==> config.mk <==
export PLATFORM = sky130hd
export DESIGN_NAME = ll_fifo_param
export DESIGN_NICKNAME = d
export VERILOG_FILES = /design/src/rtl/ll_pkg.sv /design/src/rtl/ll_fifo_mem.sv /design/src/rtl/ll_fifo_param.sv
export SDC_FILE = /design/constraint.sdc
export NUM_CORES = 1
export LEC_CHECK = 0
export BUFFER_PORTS_ARGS = -buffer_cell sky130_fd_sc_hd__buf_2
export CAP_MARGIN = 25
export CORE_MARGIN = 1
export CORE_UTILIZATION = 25
export CTS_CLUSTER_DIAMETER = 120
export DETAILED_ROUTE_END_ITERATION = 12
export PLACE_DENSITY_LB_ADDON = 0.2
export SYNTH_ARGS = -nofsm -noshare
export SYNTH_HDL_FRONTEND = slang
export SYNTH_SLANG_ARGS = --single-unit
==> constraint.sdc <==
create_clock -name clk -period 6.5 [get_ports clk]
set_input_delay 1.3 -clock clk [delete_from_list [all_inputs] [get_ports clk]]
set_output_delay 1.3 -clock clk [all_outputs]
set_load 0.05 [all_outputs]
==> src/rtl/ll_pkg.sv <==
// ---------------------------------------------------------------------------
// ll_pkg
// Shared LocalLink definitions for the buffering FIFO family.
//
// Contents:
//   LL_FLAG_W          number of frame flag bits stored next to each payload
//   LL_SOF/LL_EOF/LL_ERR
//                      flag bit offsets; the flags sit directly above the
//                      payload, so the absolute entry bit is WIDTH + offset
//   ll_flags_t         unpacked view of the flag field
//   ll_pack_flags      builds the flag field from individual flags
//   ll_unpack_flags    splits a stored flag field back into named flags
// ---------------------------------------------------------------------------
package ll_pkg;

    localparam int LL_FLAG_W = 3;

    localparam int LL_SOF = 0;
    localparam int LL_EOF = 1;
    localparam int LL_ERR = 2;

    typedef struct packed {
        logic error;
        logic eof;
        logic sof;
    } ll_flags_t;

    function automatic logic [LL_FLAG_W-1:0] ll_pack_flags(
        input logic sof,
        input logic eof,
        input logic error
    );
        logic [LL_FLAG_W-1:0] f;
        f         = '0;
        f[LL_SOF] = sof;
        f[LL_EOF] = eof;
        f[LL_ERR] = error;
        return f;
    endfunction

    function automatic ll_flags_t ll_unpack_flags(
        input logic [LL_FLAG_W-1:0] f
    );
        ll_flags_t u;
        u.sof   = f[LL_SOF];
        u.eof   = f[LL_EOF];
        u.error = f[LL_ERR];
        return u;
    endfunction

endpackage

==> src/rtl/ll_fifo_mem.sv <==
// ---------------------------------------------------------------------------
// ll_fifo_mem
// Simple dual-port storage array: one registered write port, one
// asynchronous read port. Kept separate from the FIFO control so the array
// maps onto distributed/LUT RAM without control logic mixed in.
// Contents are never reset.
//
// Parameters:
//   WIDTH   bits per entry
//   ADDR_W  address bits; the array holds 2**ADDR_W entries
//
// Ports:
//   clk      in   write clock (rising edge)
//   wr_en    in   write strobe
//   wr_addr  in   write address
//   wr_data  in   write data
//   rd_addr  in   read address
//   rd_data  out  read data, combinational from rd_addr
// ---------------------------------------------------------------------------
module ll_fifo_mem
    import ll_pkg::*;
#(
    parameter int WIDTH  = 8 + LL_FLAG_W,
    parameter int ADDR_W = 4
) (
    input  logic              clk,
    input  logic              wr_en,
    input  logic [ADDR_W-1:0] wr_addr,
    input  logic [WIDTH-1:0]  wr_data,
    input  logic [ADDR_W-1:0] rd_addr,
    output logic [WIDTH-1:0]  rd_data
);

    localparam int ENTRIES = 1 << ADDR_W;

    logic [WIDTH-1:0] mem [0:ENTRIES-1];

    always_ff @(posedge clk) begin
        if (wr_en) begin
            mem[wr_addr] <= wr_data;
        end
    end

    assign rd_data = mem[rd_addr];

endmodule

==> src/rtl/ll_fifo_param.sv <==
// ---------------------------------------------------------------------------
// ll_fifo_param
// Parametrised LocalLink buffering FIFO (single clock domain). Each entry
// holds {error, eof, sof, data}; the head entry is shown combinationally
// (show-ahead). Also reports occupancy, free space and the number of
// complete frames (entries carrying eof) currently stored.
//
// Build option:
//   LL_FIFO_PKT_MODE_EN  when defined, store-and-forward: the head is only
//                        offered once at least one complete frame is stored.
//                        Undefined (default): cut-through.
//
// Parameters:
//   WIDTH       payload bits per beat
//   DEPTH_LOG2  log2 of entry count (1..10, i.e. 2..1024 entries)
//
// Ports:
//   clk        in   system clock
//   reset      in   synchronous active-high reset
//   clear      in   synchronous flush, same effect as reset on FIFO state
//   datain     in   write payload
//   sof_i      in   start-of-frame flag of write beat
//   eof_i      in   end-of-frame flag of write beat
//   error_i    in   frame error flag, meaningful with eof_i
//   src_rdy_i  in   upstream beat valid
//   dst_rdy_o  out  FIFO accepts a beat
//   dataout    out  head payload (show-ahead)
//   sof_o      out  head sof flag
//   eof_o      out  head eof flag
//   error_o    out  head error flag
//   src_rdy_o  out  head entry valid
//   dst_rdy_i  in   downstream accepts head beat
//   occupied   out  entries stored, 0..DEPTH
//   space      out  free entries, DEPTH - occupied
//   frames     out  complete frames stored
// ---------------------------------------------------------------------------
module ll_fifo_param
    import ll_pkg::*;
#(
    parameter int WIDTH      = 8,
    parameter int DEPTH_LOG2 = 4
) (
    input  logic                  clk,
    input  logic                  reset,
    input  logic                  clear,
    input  logic [WIDTH-1:0]      datain,
    input  logic                  sof_i,
    input  logic                  eof_i,
    input  logic                  error_i,
    input  logic                  src_rdy_i,
    output logic                  dst_rdy_o,
    output logic [WIDTH-1:0]      dataout,
    output logic                  sof_o,
    output logic                  eof_o,
    output logic                  error_o,
    output logic                  src_rdy_o,
    input  logic                  dst_rdy_i,
    output logic [DEPTH_LOG2:0]   occupied,
    output logic [DEPTH_LOG2:0]   space,
    output logic [DEPTH_LOG2:0]   frames
);

    localparam int DEPTH = 1 << DEPTH_LOG2;
    localparam int CW    = DEPTH_LOG2 + 1;
    localparam int EW    = WIDTH + LL_FLAG_W;

    localparam logic [CW-1:0]         DEPTH_CNT = CW'(DEPTH);
    localparam logic [CW-1:0]         CNT_ONE   = CW'(1);
    localparam logic [DEPTH_LOG2-1:0] PTR_ONE   = DEPTH_LOG2'(1);

    generate
        if (DEPTH_LOG2 < 1 || DEPTH_LOG2 > 10) begin : g_bad_depth
            $error("ll_fifo_param: DEPTH_LOG2 must be in 1..10");
        end
    endgenerate

    logic [DEPTH_LOG2-1:0] rd_ptr;
    logic [DEPTH_LOG2-1:0] wr_ptr;
    logic [CW-1:0]         occ;
    logic [CW-1:0]         frm;

    logic                  full;
    logic                  empty;
    logic                  wr_fire;
    logic                  rd_fire;
    logic                  wr_eof;
    logic                  rd_eof;

    logic [EW-1:0]         wr_entry;
    logic [EW-1:0]         rd_entry;
    ll_flags_t             rd_flags;

    // Full/empty come from the registered count, so a read in the full
    // cycle cannot combinationally reopen the write side.
    assign full  = (occ == DEPTH_CNT);
    assign empty = (occ == '0);

    assign dst_rdy_o = !full && !reset && !clear;

`ifdef LL_FIFO_PKT_MODE_EN
    assign src_rdy_o = !empty && (frm != '0);
`else
    assign src_rdy_o = !empty;
`endif

    assign wr_fire = src_rdy_i && dst_rdy_o;
    assign rd_fire = src_rdy_o && dst_rdy_i;
    assign wr_eof  = wr_fire && eof_i;
    assign rd_eof  = rd_fire && eof_o;

    assign wr_entry = {ll_pack_flags(sof_i, eof_i, error_i), datain};

    ll_fifo_mem #(
        .WIDTH  (EW),
        .ADDR_W (DEPTH_LOG2)
    ) u_mem (
        .clk     (clk),
        .wr_en   (wr_fire),
        .wr_addr (wr_ptr),
        .wr_data (wr_entry),
        .rd_addr (rd_ptr),
        .rd_data (rd_entry)
    );

    assign rd_flags = ll_unpack_flags(rd_entry[EW-1:WIDTH]);
    assign dataout  = rd_entry[WIDTH-1:0];
    assign sof_o    = rd_flags.sof;
    assign eof_o    = rd_flags.eof;
    assign error_o  = rd_flags.error;

    assign occupied = occ;
    assign space    = DEPTH_CNT - occ;
    assign frames   = frm;

    // Pointer and counter state; reset/clear wins over any transfer.
    always_ff @(posedge clk) begin
        if (reset || clear) begin
            rd_ptr <= '0;
            wr_ptr <= '0;
            occ    <= '0;
            frm    <= '0;
        end else begin
            if (wr_fire) begin
                wr_ptr <= wr_ptr + PTR_ONE;
            end
            if (rd_fire) begin
                rd_ptr <= rd_ptr + PTR_ONE;
            end

            case ({wr_fire, rd_fire})
                2'b10:   occ <= occ + CNT_ONE;
                2'b01:   occ <= occ - CNT_ONE;
                default: occ <= occ;
            endcase

            case ({wr_eof, rd_eof})
                2'b10:   frm <= frm + CNT_ONE;
                2'b01:   frm <= frm - CNT_ONE;
                default: frm <= frm;
            endcase
        end
    end

    a_frames_le_occ: assert property (
        @(posedge clk) disable iff (reset || clear) frm <= occ
    ) else $error("ll_fifo_param: frame count exceeds occupancy");

`ifdef LL_FIFO_PKT_MODE_EN
    // A full FIFO with no complete frame can never drain: the frame in
    // flight is longer than the buffer.
    a_pkt_no_deadlock: assert property (
        @(posedge clk) disable iff (reset || clear) !(full && frm == '0)
    ) else $error("ll_fifo_param: frame longer than DEPTH in packet mode");
`endif

endmodule

==> impl_results.md <==
- Status: completed
- Tot Pwr: around 2.5 mW
- Post-Route Setup TNS: 0 ns
- Area of the multi-input gates: ~0.0021 sq mm
- Seq/Total Area, Yosys: 0.718
- Final setup viols: 0
- Max rail drop VDD: ~0.18 mV
- Mapped Nets: approximately 470
- Slew @ Worst Pin: approximately 1 ns
- Nets: 519
- Syn_area_per_cell: approximately 18 sq um
- DRC: 0
- Share of flip-flops with an asynchronous set or reset: 0
- Post-synth EDFFs: around 180
- Largest net degree at the start of global routing: 45
- Post-DRT Antenna Nets: 0
- Crit Path Category: flop to primary output
- Ys flop type: edfxtp_1
- Htree depth: 4
- Chip height: around 180 um
- Reg clk slew, reported paths: ~0.07 ns
- # rows: 65
- Root Buffer: clkbuf_16
- Full die area: between 0.03 and 0.04 sq mm
- Top-count cell post-synth: edfxtp_1
- Initial antenna violation count: 1
- Drt initial violations: between 200 and 250
- Total track usage: 0.118
- Synth area leaders: edfxtp_1, mux4_2, dfxtp_1
- Final Non-Filler Cells: 900
- Post-CTS resize count: 0
- Initial Util: 0.253
- Final-report hold violation count: 0
- Fin Clk Skew: 0.0136 ns
- Synth top cells by count: edfxtp_1, mux4_2, nor2_1
- Routed vias: between 4k and 5k
- Final Slew Violations: 0
- Vias per cell: about 4.5
- Cell total after placement: about 870
- Period utilisation layout: 0.609
- Post CTS Setup Buffer Count: 0
- Fillcell total: roughly 3.1k
- Ant. Diodes: 0
- RSZ-0062 raised after global routing: no
- Clk_lat worst skew: 0.44 ns
- Mapped Area: approximately 0.008 sq mm
- TritonCTS clock tree: yes
- DP HPWL: approximately 11000 um
- Power Dens Cells: ~270 mW/mm^2
- Slew HR: 0.340
- Wire length of the first global-routing pass: approximately 27000 um
- Post-CTS Hold Buffers: 0
- Yosys Warn Count: 0
- Worst Hold Class: flop to flop
- Setup crit end kind: primary output
- Vias in the first global route: approximately 4.2k
- Detailed-route wire length per cell: roughly 21 um
- Seq cells post-synth: slightly below 200
- Max-Cap Viols: 0
- Num CTS Buffers: 17
- Clock sinks: between 150 and 200
- CTS Buffer Depth: 2
- 1st-pass router iterations: 4
- Die Width: 181 um
- Core box area: between 0.03 and 0.04 sq mm
- CP startpoint kind: flop
- Synthesized instance count: 435
- Synth area leader: edfxtp_1
- Critical Path RT: roughly 5.2 ns
- Share of cells above drive strength 1: 0.297
- Crit path DAT: roughly 2.7 ns
- Fmax: between 200 and 300 MHz
- Routed wire length: 18500 um
- Layout area overhead: 17.0%
- GP Congestion: between 0.7 and 0.8
- IO Pins: 44
- Post-route minimum period: around 4.0 ns
- GR Overflow Total: 0
- Port bufs: 43
- Synth top area share: 0.663
- Crit-path max FO: 19
- Leak Pwr: between 2 and 3 nW
- Sequential cell area: between 0.005 and 0.006 sq mm
- Distinct cells, synth: 39
cell usage in the layout (no fill, tap or decap), types with 12 or more instances in the layout:
cell type / n
dfxtp_1: 20
edfxtp_1: 176
inv_1: 12
a22oi_1: 20
mux4_2: 44
nand2_1: 21
ha_1: 16
buf_2: 43
clkbuf_16: 17
nor2_1: 25
report_power, final:
part	total, mW	switching [mW]	internal [mW]	leakage (nW)
clock network	1.04	0.527	0.514	0.286
registers	1.39	0.00201	1.38	1.76
logic	0.0695	0.0510	0.0185	0.950
total	2.50	0.580	1.92	3.00
logic make-up (layout without fill, tap and decap cells):
| group | after synthesis | in the layout | share of synthesized area |
|---|---|---|---|
| compound gates | 36 | 36 | 0.0315 |
| xor+xnor | 11 | 11 | 0.0121 |
| fa+ha+maj | 18 | 18 | 0.0301 |
| buf+inv | 36 | 99 | 0.0229 |
| flops | 198 | 198 | 0.718 |
| mux | 48 | 48 | 0.129 |
| simple gates | 88 | 88 | 0.0563 |
worst paths after layout:
kind	from	to	slack, ns	cells past startpoint
worst min register to register	frames[4]$_SDFFE_PP0P_	frames[4]$_SDFFE_PP0P_	0.50	2
worst max-delay path	flop	sof_o	2.54	5
worst max register to register	occupied[0]$_SDFFE_PP0P_	occupied[4]$_SDFFE_PP0P_	3.17	12
worst min-delay path	frames[4]$_SDFFE_PP0P_	frames[4]$_SDFFE_PP0P_	0.50	2
area by class of cell:
| type | instances | share of cell area |
|---|---|---|
| clock buffers | 17 | 0.0456 |
| repair buffers | 54 | 0.0345 |
| inverters | 13 | 0.00523 |
| clock inverters | 15 | 0.0169 |
| flip-flops and latches | 198 | 0.614 |
| well taps | 402 | 0.0539 |
| multi-input cells | 201 | 0.230 |
metal layers:
layer	share of wire	routed length, um	GRT usage
met5	0.00070	13	0
met4	0.0031	57	0.0345
met3	0.047	869	0.0263
met2	0.49	9110	0.194
met1	0.46	8480	0.156
flip-flops by register name (all words and copies together) (netlist names), named ones only:
register   count
u_mem.mem    176
frames         5
occupied       5
rd_ptr         4
wr_ptr         4
metrics by stage:
stage | instance area [sq um] | worst slack, ns | hold WS (ns) | util
after floorplan | 7980 | 2.64 | 0.478 | -
after global placement | 8710 | 2.53 | 0.472 | 0.277
after detailed placement | 8710 | 2.50 | 0.486 | 0.277
after CTS | 9290 | 2.03 | 0.499 | 0.295
after global routing | 9330 | 2.30 | 0.535 | 0.297
final | 9330 | 2.54 | 0.495 | 0.297
worst max-delay path, stage by stage (launching register included):
cell and delay (ns):
dfxtp_2 0.65, buf_4 0.46, mux4_2 0.56, a22oi_1 0.20
nand2_1 0.12, buf_2 0.23
(Power assumes the default switching activity.)
